===== src/rtl/pixel_write_arbiter_if.sv =====
// Bundle of the client request bus and the VGA adapter write port.
// master: the drawing side (clients + clear requester); slave: the arbiter.
interface pixel_write_arbiter_if;
  logic        clear_req;
  logic [2:0]  req;
  logic [23:0] req_x;
  logic [20:0] req_y;
  logic [8:0]  req_color;
  logic [2:0]  ack;
  logic [7:0]  x;
  logic [6:0]  y;
  logic [2:0]  color;
  logic        plot;
  logic        clear_busy;
  logic        clear_done;

  modport master (
    output clear_req, req, req_x, req_y, req_color,
    input  ack, x, y, color, plot, clear_busy, clear_done
  );

  modport slave (
    input  clear_req, req, req_x, req_y, req_color,
    output ack, x, y, color, plot, clear_busy, clear_done
  );
endinterface


===== src/rtl/pixel_write_arbiter.sv =====
// Shares the VGA adapter write port among three round-robin drawing clients.
// A full-screen clear sweep takes priority over all clients. Outputs registered.
module pixel_write_arbiter #(
  parameter int         SCREEN_W = 160,
  parameter int         SCREEN_H = 120,
  parameter logic [2:0] BG_COLOR = 3'b000
) (
  input  logic                  clk,
  input  logic                  reset,
  pixel_write_arbiter_if.slave  bus
);

  typedef enum logic [1:0] {SEL, WRITE, CLEAR} state_t;

  localparam logic [7:0] X_LIM  = 8'(SCREEN_W);
  localparam logic [6:0] Y_LIM  = 7'(SCREEN_H);
  localparam logic [7:0] X_LAST = 8'(SCREEN_W - 1);
  localparam logic [6:0] Y_LAST = 7'(SCREEN_H - 1);

  state_t      state_q, state_d;
  logic [1:0]  ptr_q, ptr_d;
  logic [7:0]  x_q, x_d;
  logic [6:0]  y_q, y_d;
  logic [2:0]  color_q, color_d;
  logic        plot_q, plot_d;
  logic [2:0]  ack_q, ack_d;
  logic        busy_q, busy_d;
  logic        done_q, done_d;
  logic [7:0]  sx_q, sx_d;
  logic [6:0]  sy_q, sy_d;

  // Per-client views of the packed request fields
  logic [7:0]  cli_x     [3];
  logic [6:0]  cli_y     [3];
  logic [2:0]  cli_color [3];

  genvar gi;
  generate
    for (gi = 0; gi < 3; gi++) begin : g_unpack
      assign cli_x[gi]     = bus.req_x[8*gi +: 8];
      assign cli_y[gi]     = bus.req_y[7*gi +: 7];
      assign cli_color[gi] = bus.req_color[3*gi +: 3];
    end
  endgenerate

  // Round-robin pick: first pending client in order ptr, ptr+1, ptr+2 (mod 3)
  logic [1:0] cand [3];
  logic [1:0] gnt;
  logic       found;
  always_comb begin
    cand[0] = ptr_q;
    cand[1] = (ptr_q == 2'd2) ? 2'd0 : ptr_q + 2'd1;
    cand[2] = (ptr_q == 2'd0) ? 2'd2 : ptr_q - 2'd1;
    gnt     = ptr_q;
    found   = 1'b0;
    for (int k = 2; k >= 0; k--) begin
      if (bus.req[cand[k]]) begin
        gnt   = cand[k];
        found = 1'b1;
      end
    end
  end

  // Next-state and registered-output computation for SEL / WRITE / CLEAR
  always_comb begin
    state_d = state_q;
    ptr_d   = ptr_q;
    x_d     = x_q;
    y_d     = y_q;
    color_d = color_q;
    plot_d  = 1'b0;
    ack_d   = 3'b000;
    busy_d  = 1'b0;
    done_d  = 1'b0;
    sx_d    = sx_q;
    sy_d    = sy_q;
    case (state_q)
      SEL: begin
        if (bus.clear_req) begin
          // Clear wins; pending client requests simply wait
          state_d = CLEAR;
          sx_d    = 8'd0;
          sy_d    = 7'd0;
          x_d     = 8'd0;
          y_d     = 7'd0;
          color_d = BG_COLOR;
          plot_d  = 1'b1;
          busy_d  = 1'b1;
        end else if (found) begin
          state_d = WRITE;
          x_d     = cli_x[gnt];
          y_d     = cli_y[gnt];
          color_d = cli_color[gnt];
          // Out-of-range pixels are acked but never reach the adapter
          plot_d  = (cli_x[gnt] < X_LIM) && (cli_y[gnt] < Y_LIM);
          ack_d   = 3'b001 << gnt;
          ptr_d   = (gnt == 2'd2) ? 2'd0 : gnt + 2'd1;
        end
      end
      WRITE: begin
        state_d = SEL;
      end
      CLEAR: begin
        if (sx_q == X_LAST && sy_q == Y_LAST) begin
          state_d = SEL;
          done_d  = 1'b1;
        end else begin
          if (sx_q == X_LAST) begin
            sx_d = 8'd0;
            sy_d = sy_q + 7'd1;
          end else begin
            sx_d = sx_q + 8'd1;
          end
          x_d     = sx_d;
          y_d     = sy_d;
          color_d = BG_COLOR;
          plot_d  = 1'b1;
          busy_d  = 1'b1;
        end
      end
      default: state_d = SEL;
    endcase
  end

  // State and output registers with synchronous reset
  always_ff @(posedge clk) begin
    if (reset) begin
      state_q <= SEL;
      ptr_q   <= 2'd0;
      x_q     <= 8'd0;
      y_q     <= 7'd0;
      color_q <= 3'd0;
      plot_q  <= 1'b0;
      ack_q   <= 3'b000;
      busy_q  <= 1'b0;
      done_q  <= 1'b0;
      sx_q    <= 8'd0;
      sy_q    <= 7'd0;
    end else begin
      state_q <= state_d;
      ptr_q   <= ptr_d;
      x_q     <= x_d;
      y_q     <= y_d;
      color_q <= color_d;
      plot_q  <= plot_d;
      ack_q   <= ack_d;
      busy_q  <= busy_d;
      done_q  <= done_d;
      sx_q    <= sx_d;
      sy_q    <= sy_d;
    end
  end

  assign bus.x          = x_q;
  assign bus.y          = y_q;
  assign bus.color      = color_q;
  assign bus.plot       = plot_q;
  assign bus.ack        = ack_q;
  assign bus.clear_busy = busy_q;
  assign bus.clear_done = done_q;

endmodule


===== src/flat_wrapper.sv =====
// flat-port wrapper written by rule: the top's interface ports become plain ports
module pixel_write_arbiter_flat 
#(
  parameter int         SCREEN_W = 160,
  parameter int         SCREEN_H = 120,
  parameter logic [2:0] BG_COLOR = 3'b000
)
  (clk, reset, bus_clear_req, bus_req, bus_req_x, bus_req_y, bus_req_color, bus_ack, bus_x, bus_y, bus_color, bus_plot, bus_clear_busy, bus_clear_done);
  pixel_write_arbiter_if bus_i ();
  input  logic clk;
  input  logic reset;
  input wire logic [$bits(bus_i.clear_req)-1:0] bus_clear_req;
  input wire logic [$bits(bus_i.req)-1:0] bus_req;
  input wire logic [$bits(bus_i.req_x)-1:0] bus_req_x;
  input wire logic [$bits(bus_i.req_y)-1:0] bus_req_y;
  input wire logic [$bits(bus_i.req_color)-1:0] bus_req_color;
  output wire logic [$bits(bus_i.ack)-1:0] bus_ack;
  output wire logic [$bits(bus_i.x)-1:0] bus_x;
  output wire logic [$bits(bus_i.y)-1:0] bus_y;
  output wire logic [$bits(bus_i.color)-1:0] bus_color;
  output wire logic [$bits(bus_i.plot)-1:0] bus_plot;
  output wire logic [$bits(bus_i.clear_busy)-1:0] bus_clear_busy;
  output wire logic [$bits(bus_i.clear_done)-1:0] bus_clear_done;
  assign bus_i.clear_req = bus_clear_req;
  assign bus_i.req = bus_req;
  assign bus_i.req_x = bus_req_x;
  assign bus_i.req_y = bus_req_y;
  assign bus_i.req_color = bus_req_color;
  assign bus_ack = bus_i.ack;
  assign bus_x = bus_i.x;
  assign bus_y = bus_i.y;
  assign bus_color = bus_i.color;
  assign bus_plot = bus_i.plot;
  assign bus_clear_busy = bus_i.clear_busy;
  assign bus_clear_done = bus_i.clear_done;
  pixel_write_arbiter #(.SCREEN_W(SCREEN_W), .SCREEN_H(SCREEN_H), .BG_COLOR(BG_COLOR)) u_core (.clk(clk), .reset(reset), .bus(bus_i));
endmodule

===== config.mk =====
export PLATFORM = sky130hd
export DESIGN_NAME = pixel_write_arbiter_flat
export DESIGN_NICKNAME = d
export VERILOG_FILES = /design/src/rtl/pixel_write_arbiter_if.sv /design/src/rtl/pixel_write_arbiter.sv /design/src/flat_wrapper.sv
export SDC_FILE = /design/constraint.sdc
export NUM_CORES = 1
export LEC_CHECK = 0
export ABC_CLOCK_PERIOD_IN_PS = 2750
export BUFFER_PORTS_ARGS = -buffer_cell sky130_fd_sc_hd__buf_4
export CAP_MARGIN = 10
export CORE_MARGIN = 2
export CORE_UTILIZATION = 30
export CTS_BUF_LIST = sky130_fd_sc_hd__clkbuf_16
export DETAILED_ROUTE_END_ITERATION = 7
export SETUP_SLACK_MARGIN = 0.02
export SLEW_MARGIN = 20
export SYNTH_ARGS = -nofsm -noshare
export SYNTH_HDL_FRONTEND = slang
export SYNTH_SLANG_ARGS = --single-unit

===== constraint.sdc =====
create_clock -name clk -period 2.75 [get_ports clk]
set_input_delay 0.4125 -clock clk [delete_from_list [all_inputs] [get_ports clk]]
set_output_delay 0.4125 -clock clk [all_outputs]
set_load 0.1 [all_outputs]

# Yosys cells after proc, flatten, opt, wreduce, memory -nomap -nowiden
# Cells that the tools add are included.
[word_totals]
regBits = 43
latchBits = 0
ram_bits = 0
mem_bits_ro = 0
inputBits = 60
out_inout_bits = 24
mem_count = 0
[classes]
add_sub_neg = 5
n_mul = 0
div_mod_pow = 0
magnitude_cmp = 6
eq_ne = 9
shift = 1
muxes = 53
bitwise_logic = 5
n_reduce_logical = 11
[op_table]
columns = ["cell", "count"]
rows = [
  ["$mux 8", 7],
  ["$mux 7", 7],
  ["$pmux 8 s2", 2],
  ["$pmux 7 s2", 2],
  ["$mux 2", 9],
  ["$bmux 8 s2", 1],
  ["$mux 3", 5],
  ["$bmux 7 s2", 1],
  ["$mux 1", 11],
  ["$lt 2x3->1 const B", 3],
  ["$reduce_and 3->1", 3],
  ["$add 8x1->8 const B", 1],
  ["$eq 8x8->1 const B", 1],
  ["$lt 8x8->1 const B", 1],
  ["$add 7x1->7 const B", 1],
  ["$eq 7x7->1 const B", 1],
  ["$lt 7x7->1 const B", 1],
  ["$bmux 1 s2", 3],
  ["$bmux 3 s2", 1],
  ["$eq 2x2->1 const B", 3],
  ["$pmux 3 s2", 1],
  ["$add 2x1->2 const B", 2],
  ["$logic_not 2->1", 2],
  ["$ne 2x2->1 const B", 2],
  ["14 further kinds", 19],
]

# Logic depth before layout (Yosys ltp)
# Gate-level depths: netlist (run 1).
[logic_depth]
word_depth = 16
ltp_mapped = 12

# Worst setup path before layout (run 1)
# No wires, ideal clock.
[synth_path]
kind = "register -> register"
from = "register u_core.ptr_q[0]"
to = "register u_core.plot_q (netlist: u_core.bus.plot)"
setup_ns = 0.116
t_arrival_ns = 2.884
required_time_ns = 2.634
slack_ns = -0.249
path_stages_with_launch = 12
synth_period_minus_slack_ns = 2.999
cell_sequence = "dfxtp_1 inv_1 ha_1 mux2i_1 o21a_1 or4b_1 o211a_2 buf_12 mux2i_1 a2bb2oi_1 or4_1 a31o_1"
[synth_between]
elab_chain_len = 16
[synth_rtl]
columns = ["item", "line", "source"]
rows = [
  ["from (decl)", "pixel_write_arbiter.sv:21", "logic [1:0] ptr_q, ptr_d;"],
  ["from (signal assigned)", "pixel_write_arbiter.sv:141", "ptr_q <= ptr_d;"],
  ["$sub 2x1->2 / $logic_not 2->1 (equally long branches)", "pixel_write_arbiter.sv:53", "cand[2] = (ptr_q == 2'd0) ? 2'd2 : ptr_q - 2'd1;"],
  ["$mux 2", "pixel_write_arbiter.sv:53", ""],
  ["$bmux 1 s2", "pixel_write_arbiter.sv:57", "if (bus.req[cand[k]]) begin"],
  ["$mux 1 (implied by the code)", "pixel_write_arbiter.sv:57", ""],
  ["$mux 2 (3 in series)", "pixel_write_arbiter.sv:57", ""],
  ["$not 2->3 (implied by the code)", "pixel_write_arbiter.sv:95", "plot_d = (cli_x[gnt] < X_LIM) && (cli_y[gnt] < Y_LIM);"],
  ["$bmux 8 s2 / $bmux 7 s2 (equally long branches)", "pixel_write_arbiter.sv:95", ""],
  ["$mux 8 (implied by the code) / $mux 7 (equally long branches) (2 in series)", "pixel_write_arbiter.sv:95", ""],
  ["$lt 8x8->1 / $lt 7x7->1 (equally long branches)", "pixel_write_arbiter.sv:95", ""],
  ["$logic_and 1x1->1", "pixel_write_arbiter.sv:95", ""],
  ["$mux 1 (*)", "pixel_write_arbiter.sv:89", "end else if (found) begin"],
  ["$mux 1 (*)", "pixel_write_arbiter.sv:79", "if (bus.clear_req) begin"],
  ["$pmux 1 s2 (*)", "pixel_write_arbiter.sv:77", "case (state_q)"],
  ["to (signal assigned)", "pixel_write_arbiter.sv:145", "plot_q <= plot_d;"],
  ["to (decl)", "pixel_write_arbiter.sv:25", "logic plot_q, plot_d;"],
]
# Every way passes the cells marked *; elsewhere a longest branch is shown, timed or not. The select of a mux whose other input is x is not followed.
# A chain may end at the register's enable or synchronous reset.

# Final worst setup path (run 1)
# Ends and elaborated chain as after synthesis.

==> results by group, run 1 <==
Route
  – Wire length on met2: 3680 um
  – Met3 Wirelength: 441 um
  – Vias per inst: 5.25
  – Routed len/inst: 15.2 um
  – Drt drc: 0
  – Via count: 2730
  – Top layer in use: met4
  – TritonRoute pass-1 iters: 4
  – Met1 wire length: 3680 um
  – ANT nets after route: 0
  – DRT iter0 DRCs: 95
  – Total wire length: 7910 um

Synthesis
  – Synthesized Nets: 383
  – Synth Cell Area: 2590 um2
  – Top-area cell type share of the netlist area: 33.3%
  – Synth unique cells: 48
  – Count of warnings emitted by yosys: 0
  – Synth top area cells: dfxtp_1 (33%), mux2i_1 (8.9%), nor2_1 (5.8%), a21oi_1 (3.9%), nor3_1 (3.5%)
  – Leading area contributor after synthesis: dfxtp_1
  – Register bit total from synthesis: 43
  – Post-Syn Instances: 316
  – Syn Area/Cell: 8.18 um2
  – Fraction of registers with async set/reset: 0%
  – Number of flops mapped to enable cells by yosys: 0
  – Seq/Total Area, Yosys: 33.3%
  – Primary FF master, synth: dfxtp_1

Setup path
  – Critical Path RT: 2920 ps
  – Crit. End Element: flip-flop
  – Crit path max fanout: 7
  – Critical Path Source Type: flip-flop
  – Crit path arrival time: 2990 ps
  – Crit Path Class: reg -> reg
  – R2R setup slack: -70 ps
  – Reg-to-Reg Start: u_core.ptr_q[0]$_SDFFE_PP0P_
  – RR Endpoint: u_core.bus.plot$_SDFF_PP0_
  – R2R cell count: 10

Clock tree
  – CTS tree: yes
  – CTS hold repair buffers: 0
  – Root buf cell: clkbuf_16
  – Skew-Pair Late Insertion Delay: 290 ps
  – Clock Sinks: 43
  – H-tree levels: 2
  – TritonCTS Buffers: 5
  – Clock slew at reported path FFs: 60 ps
  – Largest buffer count on any clock path: 2

Timing
  – Fin. Hold Viols: 0
  – Worst Max-Slew Pin Slew: 711 ps
  – Post-layout minimum cycle time: 2820 ps
  – Setup violators final: 2
  – Fmax: 355 MHz
  – Final hold slack: 488 ps
  – RSZ-0062 raised after global routing: true
  – Slew HR: 52.4%
  – Clock Skew: 6.11 ps
  – Post-route setup slack: -69.3 ps
  – Fin. max-slew vios: 0
  – Tcrit/Tclk final: 103%

Run status
  – Violated checks: setup timing
  – Status: finished, violations left

Worst hold path
  – Worst hold start: u_core.sx_q[1]$_SDFFE_PP0P_
  – Worst hold stages: 2
  – Worst hold path class: reg -> reg
  – Hold EP: u_core.sx_q[1]$_SDFFE_PP0P_

Placement
  – DP Worst Slack: -95.7 ps
  – Placement-stage cell area: 3440 um2
  – IO buf count: 83
  – Gpl congestion: 0.877
  – DP HPWL: 5960 um

Die
  – Die W: 96.9 um
  – Initial core utilization: 31.2%
  – I/O pins: 84
  – Row cnt: 33
  – Die area: 9380 um2
  – Die height: 96.9 um
  – Core area: 8300 um2

Power and ir drop
  – P_int: 0.00191 W
  – Clock share of power: 16.1%
  – Switch Pwr: 0.00163 W
  – Sw Ratio: 46.0%
  – Worst IR Drop VDD: 397 uV
  – Leak: 1.54 nW
  – Sequential Power Share: 22.0%
  – Combinational fraction of design power: 61.9%
  – Pwr dens: 950 nW/um2
  – Final Power: 0.00354 W

Finish
  – Fraction of layout cells with a size suffix above 1: 33.7%
  – Fin util: 44.9%
  – Area delta synth->final: 44.0%
  – Final net count: 481
  – Design area: 3720 um2
  – Antenna cells: 0

GRT
  – Largest net degree at the start of global routing: 43
  – Grt total ovfl: 0
  – Initial antenna violation count: 0
  – Vias in the first global route: 2615
  – Global-route total usage across every layer: 16.8%
  – First-pass GRT wire length: 13100 um

Job
  – Max cap viols: 0
kinds of logic (layout without fill, tap and decap cells):
family,count (synthesis),after routing,share of synthesized area (%)
DFF,43,43,33.3
xor gates and xnor gates,12,12,4.06
buffers and inverters,23,122,4.11
adders and majority gates,7,7,3.39
and+or+nand+nor,123,123,24.1
AOI/OAI and AO/OA,85,85,22.2
muxes,23,23,8.90
cell usage after synthesis (all sizes together) (5+ instances only):
cell type,count
clkbuf,16
dfxtp,43
xnor2,7
a2bb2oi,9
a211oi,5
nand3,16
nor2,40
nor3,18
ha,7
a22oi,6
o21ai,21
xor2,5
mux2i,23
nand2,12
nor2b,7
a21oi,20
final cells by class:
cell class	instances	area [um2]
fillers	833	4570
inverters	3	16.3
clock buffers	5	125
multi-input cells	250	1730
flip-flops and latches	43	866
clock inverters	3	15.0
repair buffers	111	846
well taps	105	131
cells in the final DEF, fill, tap and decap left out, types with 3 or more instances in the layout:
cell type	instances
nor4_1	4
or3_1	3
nor2_1	40
clkbuf_16	5
a21oi_1	18
xnor2_1	7
nand3_1	16
and2_1	4
o21a_1	3
nor3_1	18
o21ai_1	9
and3_1	3
o21ai_0	11
buf_4	110
xor2_1	5
a211oi_1	3
ha_1	5
a22oi_1	6
a31oi_1	3
a2bb2oi_1	7
nand2_1	12
mux2i_1	20
nor2b_1	6
nand2b_1	4
dfxtp_1	41
worst max path at each step:
stage	startpoint	to	cells after the start
after global routing	u_core.ptr_q[0]$_SDFFE_PP0P_	u_core.bus.plot$_SDFF_PP0_	10
after global placement	u_core.ptr_q[1]$_SDFFE_PP0P_	u_core.bus.plot$_SDFF_PP0_	10
after detailed placement	u_core.ptr_q[1]$_SDFFE_PP0P_	u_core.bus.plot$_SDFF_PP0_	10
after floorplan	u_core.ptr_q[0]$_SDFFE_PP0P_	u_core.bus.plot$_SDFF_PP0_	11
final	u_core.ptr_q[0]$_SDFFE_PP0P_	u_core.bus.plot$_SDFF_PP0_	10
after CTS	u_core.ptr_q[0]$_SDFFE_PP0P_	u_core.bus.plot$_SDFF_PP0_	10
power by group through the flow:
stage	Sequential [W]	Clock, W	Combinational [W]
floorplan	0.00131	0	0.000954
global placement	0.000790	0	0.00199
detailed placement	0.000790	0	0.00201
CTS	0.000778	0.000586	0.00206
global route	0.000789	0.000612	0.00235
finish	0.000778	0.000570	0.00219
through the flow:
stage               instances  setup TNS [ps]
floorplan                 316           -55.0
finish                    520           -76.8
global placement          503               0
global route              520            -493
detailed placement        503            -105
CTS                       516           -33.2
per-layer routing:
| metal | vias up | track usage, % |
|---|---|---|
| li1 | 1367 | - |
| met1 | 1268 | 23.0 |
| met2 | 83 | 27.4 |
| met3 | 12 | 3.68 |
| met4 | 0 | 3.47 |
| met5 | - | 0 |
sequential cells by signal, indices dropped and copies added (netlist names):
name,count
u_core.ptr_q,2
u_core.bus.ack,3
u_core.bus.clear_busy,1
u_core.bus.plot,1
u_core.bus.clear_done,1
u_core.bus.color,3
u_core.bus.x,8
u_core.bus.y,7
u_core.state_q,2
u_core.sy_q,7
u_core.sx_q,8
critical path, cell delays in order (launching register included):
cell and delay, ps:
dfxtp_4 360, inv_4 80, ha_4 140, mux2i_2 220
o21a_1 200, or4b_4 470, o211a_4 210, mux2i_1 140
a2bb2oi_2 140, or4_1 520, a31o_1 220
timing repair:
item	4_1_cts	5_1_grt
resized for setup	2	14
pin swaps	1	6
setup buffers	5	4
setup endpoints to repair	3	10
gates cloned	0	0
Note: power is estimated with default switching activity, not from simulation.
==> run 2, diff against run 1 <==
--- a/config.mk
+++ b/config.mk
@@ -5,6 +5,7 @@
 export SDC_FILE = /design/constraint.sdc
 export NUM_CORES = 1
 export LEC_CHECK = 0
+export ABC_AREA = 1
 export ABC_CLOCK_PERIOD_IN_PS = 2750
 export BUFFER_PORTS_ARGS = -buffer_cell sky130_fd_sc_hd__buf_4
 export CAP_MARGIN = 10
==> run 2 against run 1 <==
The flow now finishes without violations. Cell count grew 20%. Count of clock-buffer cells in the layout is the same. Flip-flop and latch count is the same. Maximum frequency grew 15%. Critical path depth grew 5. Die area grew 6.3%. Synthesized cell count grew 38%. Clock power grew 20%. Area after synthesis grew 6.6%. Critical path type unchanged. Critical endpoint unchanged. Largest cell class unchanged. Largest power group unchanged. Highest routed layer unchanged.
==> results by group, run 2 <==
Route
  – Total wire length: 8430 um (+6.6%)
  – DRT iter0 DRCs: 211 (+120%)
  – Routed len/inst: 13.5 um (-11%)
  – Via count: 3080 (+13%)
  – Vias per inst: 4.94 (-6.0%)
  – ANT nets after route: 0 (unchanged)
  – TritonRoute pass-1 iters: 7 (+3)
  – Drt drc: 0 (unchanged)

Timing
  – Fin. max-slew vios: 0 (unchanged)
  – Fin. Hold Viols: 0 (unchanged)
  – Slew HR: 44.0% (-8.4 points)
  – Setup violators final: 0 (-2)
  – RSZ-0062 raised after global routing: false
  – Worst Max-Slew Pin Slew: 838 ps (+128 ps)
  – Post-layout minimum cycle time: 2440 ps (-376 ps)
  – Final TNS setup: 0 ps (+76.8 ps)
  – Post-route setup slack: 307 ps (+376 ps)
  – Fmax: 409 MHz (+15%)
  – Tcrit/Tclk final: 88.8% (-14 points)
  – Clock Skew: 6.83 ps (+0.720 ps)

Synthesis
  – Complex-gate fraction of the synthesized area: 16.2% (-5.9 points)
  – Fraction of registers with async set/reset: 0% (unchanged)
  – Synth Cell Area: 2760 um2 (+6.6%)
  – Number of flops mapped to enable cells by yosys: 0 (unchanged)
  – Most frequent cell after synthesis: nand2_1
  – Post-Syn Instances: 437 (+38%)
  – Seq/Total Area, Yosys: 31.2% (-2.1 points)
  – Register bit total from synthesis: 43 (unchanged)
  – Synth top area cells: dfxtp_1 (31%), nand2_1 (16%), nand3_1 (10%), inv_1 (6.0%), a21oi_1 (5.4%)
  – Largest family of logic cells by synthesized area: simple AND/OR/NAND/NOR gates
  – Mux share of post-synthesis cell area: 0% (-8.9 points)
  – Count of warnings emitted by yosys: 0 (unchanged)
  – Synth Area in Adders: 3.18% (-0.21 points)
  – Synthesized Nets: 504 (+32%)
  – Leading area contributor after synthesis: dfxtp_1
  – Simple-gate portion of the synthesized area: 37.8% (+14 points)
  – Most frequent cells after synthesis: nand2_1 (114), nand3_1 (55), inv_1 (44)
  – Syn Area/Cell: 6.31 um2 (-23%)
  – XOR/XNOR Fraction of Synth Area: 0.318% (-3.7 points)
  – Primary FF master, synth: dfxtp_1
  – Synth unique cells: 34 (-29%)
  – Top-area cell type share of the netlist area: 31.2% (-2.1 points)

Job
  – Max cap viols: 0 (unchanged)

Placement
  – IO buf count: 83 (unchanged)
  – Gpl congestion: 0.934 (+6.4%)
  – DP HPWL: 6420 um (+7.8%)
  – DP Worst Slack: 348 ps (+444 ps)

Finish
  – Area delta synth->final: 30.7%
  – Register area: 861 um2 (-0.58%)
  – Filler instances: 953 (+14%)
  – Area of the multi-input gates: 1590 um2 (-7.9%)
  – Fraction of layout cells with a size suffix above 1: 23.1% (-11 points)
  – Commonest non-fill, non-tap cell in the layout: nand2_1
  – Final net count: 582 (+21%)
  – Fin util: 40.9% (-3.9 points)
  – Antenna cells: 0 (unchanged)
  – Most frequent cells in the layout: nand2_1 (113), buf_4 (87), nand3_1 (55)

Power and ir drop
  – Worst IR Drop VDD: 764 uV (+93%)
  – Final Power: 0.00435 W (+23%)
  – Pwr dens: 1210 nW/um2 (+27%)
  – Leak: 1.70 nW (+11%)

Setup path
  – Critical path's most frequent cell: nand2_1
  – CP delay by family, top: simple AND/OR/NAND/NOR gates
  – Crit Path Class: reg -> reg
  – Crit path arrival time: 2620 ps (-370 ps)
  – Crit path max fanout: 34 (+27)
  – Critical Path RT: 2930 ps (about the same)
  – Buf+Inv Stages, Crit Path: 2 (+1)
  – CP cell instances: inv_1 > ha_1 > inv_1 > nand2_1 > nand2_1 > nand2_1 > nand3_1 > nand2_2 > nand2_4 > nand2_1 > o21ai_0 > o21ai_1 > nand2_1 > nand3_1 > nand2_1
  – Crit. End Element: flip-flop
  – Slowest stage delay, CP: 400 ps (-120 ps)
  – Critical Path Source Type: flip-flop
  – Slowest CP cell: dfxtp_1

GRT
  – Largest net degree at the start of global routing: 35 (-19%)
  – Vias in the first global route: 2943 (+13%)
  – First-pass GRT wire length: 14000 um (+6.9%)
  – Initial antenna violation count: 0 (unchanged)
  – Grt total ovfl: 0 (unchanged)
  – Global-route total usage across every layer: 17.4% (+0.53 points)

Clock tree
  – Largest buffer count on any clock path: 2 (unchanged)
  – Root buf cell: clkbuf_16
  – Clock Sinks: 43 (unchanged)
  – TritonCTS Buffers: 5 (unchanged)
  – Skew-Pair Late Insertion Delay: 290 ps (about the same)
  – Clock slew at reported path FFs: 60 ps (about the same)
  – CTS tree: yes
  – H-tree levels: 2 (unchanged)
  – CTS hold repair buffers: 0 (unchanged)

Die
  – Die height: 99.9 um (+3.1%)
  – Die W: 99.9 um (+3.1%)
  – I/O pins: 84 (unchanged)
  – Die area: 9980 um2 (+6.3%)
  – Initial core utilization: 31.3% (+0.15 points)
  – Row cnt: 34 (+3.0%)
  – Core area: 8810 um2 (+6.1%)

Run status
  – Status: completed

Worst hold path
  – Worst hold path class: in -> reg
run 2: final timing paths:
| check | startpoint | end | slack [ps] | cells after the start |
|---|---|---|---|---|
| setup / recovery | u_core.ptr_q[1]$_SDFFE_PP0P_ | u_core.bus.plot$_SDFF_PP0_ | 310 | 15 |
| hold / removal | bus_req_color[5] | u_core.bus.color[2]$_SDFFE_PP0P_ | 440 | 5 |
| setup reg to reg | u_core.ptr_q[1]$_SDFFE_PP0P_ | u_core.bus.plot$_SDFF_PP0_ | 310 | 15 |
| hold reg to reg | u_core.bus.color[0]$_SDFFE_PP0P_ | u_core.bus.color[0]$_SDFFE_PP0P_ | 480 | 2 |
run 2: per-layer routing:
metal | track usage, % | wire length [um] | vias to the layer above
met2 | 30.0 | 4010 | 87
met5 | 0 | 0 | -
met3 | 2.72 | 465 | 7
li1 | - | - | 1580
met4 | 4.74 | 105 | 0
met1 | 22.5 | 3850 | 1406
run 2: worst register-to-register path: cells and delay by family (launching register included):
| family | cells | cell delay [ps] |
|---|---|---|
| AND/OR/NAND/NOR | 10 | 1120 |
| AO/OA/AOI/OAI | 2 | 280 |
| flip-flops | 1 | 400 |
| buffers and inverters | 2 | 210 |
| adder cells (fa/ha/maj) | 1 | 330 |
run 2: layout make-up:
type                       count  area share, %
tap                          108           3.75
multi-input combinational    326           44.1
clock buffer                   5           3.47
inverter                      52           5.48
sequential                    43           23.9
timing repair buffer          87           18.1
clock inverter                 3           1.21
run 2: power breakdown:
part	switching (W)	total [W]	leakage [nW]	internal (W)
sequential	0.0000990	0.000871	0.352	0.000772
combinational	0.00209	0.00280	1.26	0.000710
clock	0.000258	0.000686	0.0838	0.000429
run 2: cells by family after synthesis:
family | count (synthesis)
flip-flops | 43
buffers and inverters | 68
AND/OR/NAND/NOR | 234
adder cells (fa/ha/maj) | 7
XOR/XNOR | 1
AO/OA/AOI/OAI | 84
run 2: what timing repair did:
item / 4_1_cts / 5_1_grt
hold endpoints to repair: 0 / 0
resized for setup: 0 / 1
setup endpoints to repair: 0 / 1
setup buffers: 0 / 0
run 2: metrics by stage:
| stage | std cells | hold slack, ps | area [um2] |
|---|---|---|---|
| finish | 624 | 444 | 3600 |
| global route | 624 | 466 | 3600 |
| CTS | 624 | 448 | 3600 |
| detailed placement | 616 | 470 | 3430 |
| global placement | 616 | 464 | 3430 |
| floorplan | 437 | 452 | 2760 |
==> run 3, diff against run 2 <==
--- a/config.mk
+++ b/config.mk
@@ -6,7 +6,7 @@
 export NUM_CORES = 1
 export LEC_CHECK = 0
 export ABC_AREA = 1
-export ABC_CLOCK_PERIOD_IN_PS = 2750
+export ABC_CLOCK_PERIOD_IN_PS = 2800
 export BUFFER_PORTS_ARGS = -buffer_cell sky130_fd_sc_hd__buf_4
 export CAP_MARGIN = 10
 export CORE_MARGIN = 2
==> constraint.sdc (replaced) <==
create_clock -name clk -period 2.8 [get_ports clk]
set_input_delay 0.42 -clock clk [delete_from_list [all_inputs] [get_ports clk]]
set_output_delay 0.42 -clock clk [all_outputs]
set_load 0.1 [all_outputs]
==> run 3 against run 2 <==
Routed wire length is 0.43% higher. Critical path depth is 1 higher. Clock power is 16% lower. Maximum frequency is 0.82% higher. Die area stayed put. Cell count stayed put. Design area is 0.83% lower. Sequential power is 2% lower. Via count is 1.4% higher. Register-to-register slack better by 70 ps. Highest routed layer unchanged. Flip-flop and latch count stayed put.
==> results by group, run 3 (same netlist as run 2, synthesis figures left out) <==
Run status
  – Status: completed

Setup path
  – CP cell instances: inv_1 > ha_1 > inv_1 > nand2_1 > nand2_1 > nand2_1 > nand3_1 > nand3_1 > nand2_1 > nand2_1 > nand2_1 > nand2_1 > nor2_1 > nand2_1 > nand3_1 > nand2_1
  – Critical Path RT: 2980 ps (+50 ps)
  – Crit. End Element: flip-flop
  – Crit path max fanout: 15 (-56%)
  – Slowest CP cell: nand2_1
  – Critical Path Source Type: flip-flop
  – Slowest stage delay, CP: 410 ps (about the same)
  – Crit Path Class: reg -> reg
  – Crit path arrival time: 2600 ps (-20 ps)
  – Critical path's most frequent cell: nand2_1

Timing
  – Slew HR: 44.8% (+0.78 points)
  – Fin. max-slew vios: 0 (unchanged)
  – Worst Max-Slew Pin Slew: 827 ps (-11.7 ps)
  – Tcrit/Tclk final: 86.6% (-2.3 points)
  – Fin. Hold Viols: 0 (unchanged)
  – Post-layout minimum cycle time: 2420 ps (-20.0 ps)
  – Final TNS setup: 0 ps (unchanged)
  – Clock Skew: 5.62 ps (-1.21 ps)
  – Final hold slack: 450 ps (+6.71 ps)
  – RSZ-0062 raised after global routing: false
  – Setup violators final: 0 (unchanged)
  – Fmax: 413 MHz (+0.82%)

Power and ir drop
  – Sw Ratio: 57.3% (+1.1 points)
  – Worst IR Drop VDD: 773 uV (+1.2%)
  – P_int: 0.00178 W (-6.9%)
  – Final Power: 0.00416 W (-4.4%)
  – Switch Pwr: 0.00238 W (-2.5%)
  – Sequential Power Share: 20.6% (+0.6 points)
  – Pwr dens: 1160 nW/um2 (-3.6%)
  – Leak: 1.68 nW (-0.76%)
  – Clock share of power: 13.8% (-2.0 points)
  – Combinational fraction of design power: 65.6% (+1.4 points)

Die
  – Initial core utilization: 31.3% (unchanged)
  – Die W: 99.9 um (unchanged)
  – Row cnt: 34 (unchanged)
  – Die height: 99.9 um (unchanged)
  – Core area: 8810 um2 (unchanged)
  – Die area: 9980 um2 (unchanged)
  – I/O pins: 84 (unchanged)

Clock tree
  – Largest buffer count on any clock path: 2 (unchanged)
  – Clock Sinks: 43 (unchanged)
  – Skew-Pair Late Insertion Delay: 290 ps (about the same)
  – Post-cts resize count: 0 (unchanged)
  – H-tree levels: 2 (unchanged)
  – TritonCTS Buffers: 5 (unchanged)
  – Root buf cell: clkbuf_16
  – Post-CTS Setup Bufs: 0 (unchanged)
  – Clock slew at reported path FFs: 60 ps (about the same)
  – CTS tree: yes
  – CTS hold repair buffers: 0 (unchanged)

Placement
  – Placed Instances: 616 (unchanged)
  – IO buf count: 83 (unchanged)
  – DP HPWL: 6440 um (+0.38%)
  – Gpl congestion: 0.934 (about the same)

Route
  – ANT nets after route: 0 (unchanged)
  – Drt drc: 0 (unchanged)
  – Total wire length: 8470 um (+0.43%)
  – Vias per inst: 5.00 (+1.4%)
  – Via count: 3123 (+1.4%)
  – TritonRoute pass-1 iters: 6 (-1)
  – Routed len/inst: 13.6 um (+0.43%)
  – DRT iter0 DRCs: 173 (-18%)

GRT
  – Vias in the first global route: 2882 (-2.1%)
  – Largest net degree at the start of global routing: 35 (unchanged)
  – Global-route total usage across every layer: 17.4% (+0.046 points)
  – Initial antenna violation count: 0 (unchanged)
  – Grt total ovfl: 0 (unchanged)
  – First-pass GRT wire length: 14000 um (-0.44%)

Finish
  – Area delta synth->final: 29.6%
  – Antenna cells: 0 (unchanged)
  – Final net count: 582 (unchanged)
  – Fin util: 40.6% (-0.34 points)
  – Fraction of layout cells with a size suffix above 1: 22.7% (-0.39 points)
  – Commonest non-fill, non-tap cell in the layout: nand2_1
  – Layout Cells excl Fill: 624 (unchanged)
  – Most frequent cells in the layout: nand2_1 (114), buf_4 (87), nand3_1 (55)

Job
  – Max cap viols: 0 (unchanged)

Worst hold path
  – Worst hold path class: in -> reg
## run 3: changes by cell type in the layout (fill, tap and decap cells not counted)
cell / delta
inv_1: +1
clkinvlp_4: +1
clkinv_4: -1
nand2_1: +1
nand2_2: -1
bufinv_16: -1
## run 3: metrics by stage
| step | cell area (um2) | setup WS [ps] |
|---|---|---|
| floorplan | 2760 | 817 |
| global placement | 3430 | 562 |
| detailed placement | 3430 | 404 |
| CTS | 3570 | 391 |
| global route | 3570 | 76.5 |
| finish | 3570 | 377 |
## run 3: cell type report
cell class,count,area [um2]
Timing Repair Buffer,87,653
Inverter,52,198
Multi-Input combinational cell,326,1590
Tap cell,108,135
Clock inverter,3,16.3
Sequential cell,43,861
Fill cell,930,5230
Clock buffer,5,125
## run 3: final timing paths
kind                                                        from                               end  slack, ps  cells past startpoint
worst min register to register  u_core.bus.color[1]$_SDFFE_PP0P_  u_core.bus.color[1]$_SDFFE_PP0P_        480                      2
worst max register to register      u_core.ptr_q[1]$_SDFFE_PP0P_        u_core.bus.plot$_SDFF_PP0_        380                     16
worst max-delay path                u_core.ptr_q[1]$_SDFFE_PP0P_        u_core.bus.plot$_SDFF_PP0_        380                     16
worst min-delay path                            bus_req_color[8]  u_core.bus.color[2]$_SDFFE_PP0P_        450                      5
## run 3: per-layer routing
layer / track usage [%] / part of all wire (%) / vias to the layer above
met4: 5.80 / 1.5 / 0
met1: 22.8 / 46 / 1424
met5: 0 / 0 / -
met2: 29.0 / 47 / 106
met3: 3.06 / 6.2 / 11
li1: - / - / 1582
## run 3: worst max-delay path: cells and delay by family (launching register included)
kind / cells / cell delay [ps]
adder cells (fa/ha/maj): 1 / 320
buffers and inverters: 2 / 230
flip-flops: 1 / 400
AND/OR/NAND/NOR: 13 / 1380
## run 3: power groups by stage
| stage | logic, W | clock network, W | registers [W] |
|---|---|---|---|
| CTS | 0.00274 | 0.000583 | 0.000857 |
| floorplan | 0.00144 | 0 | 0.00165 |
| finish | 0.00273 | 0.000574 | 0.000857 |
| global route | 0.00302 | 0.000612 | 0.000875 |
| detailed placement | 0.00273 | 0 | 0.000867 |
| global placement | 0.00269 | 0 | 0.000864 |
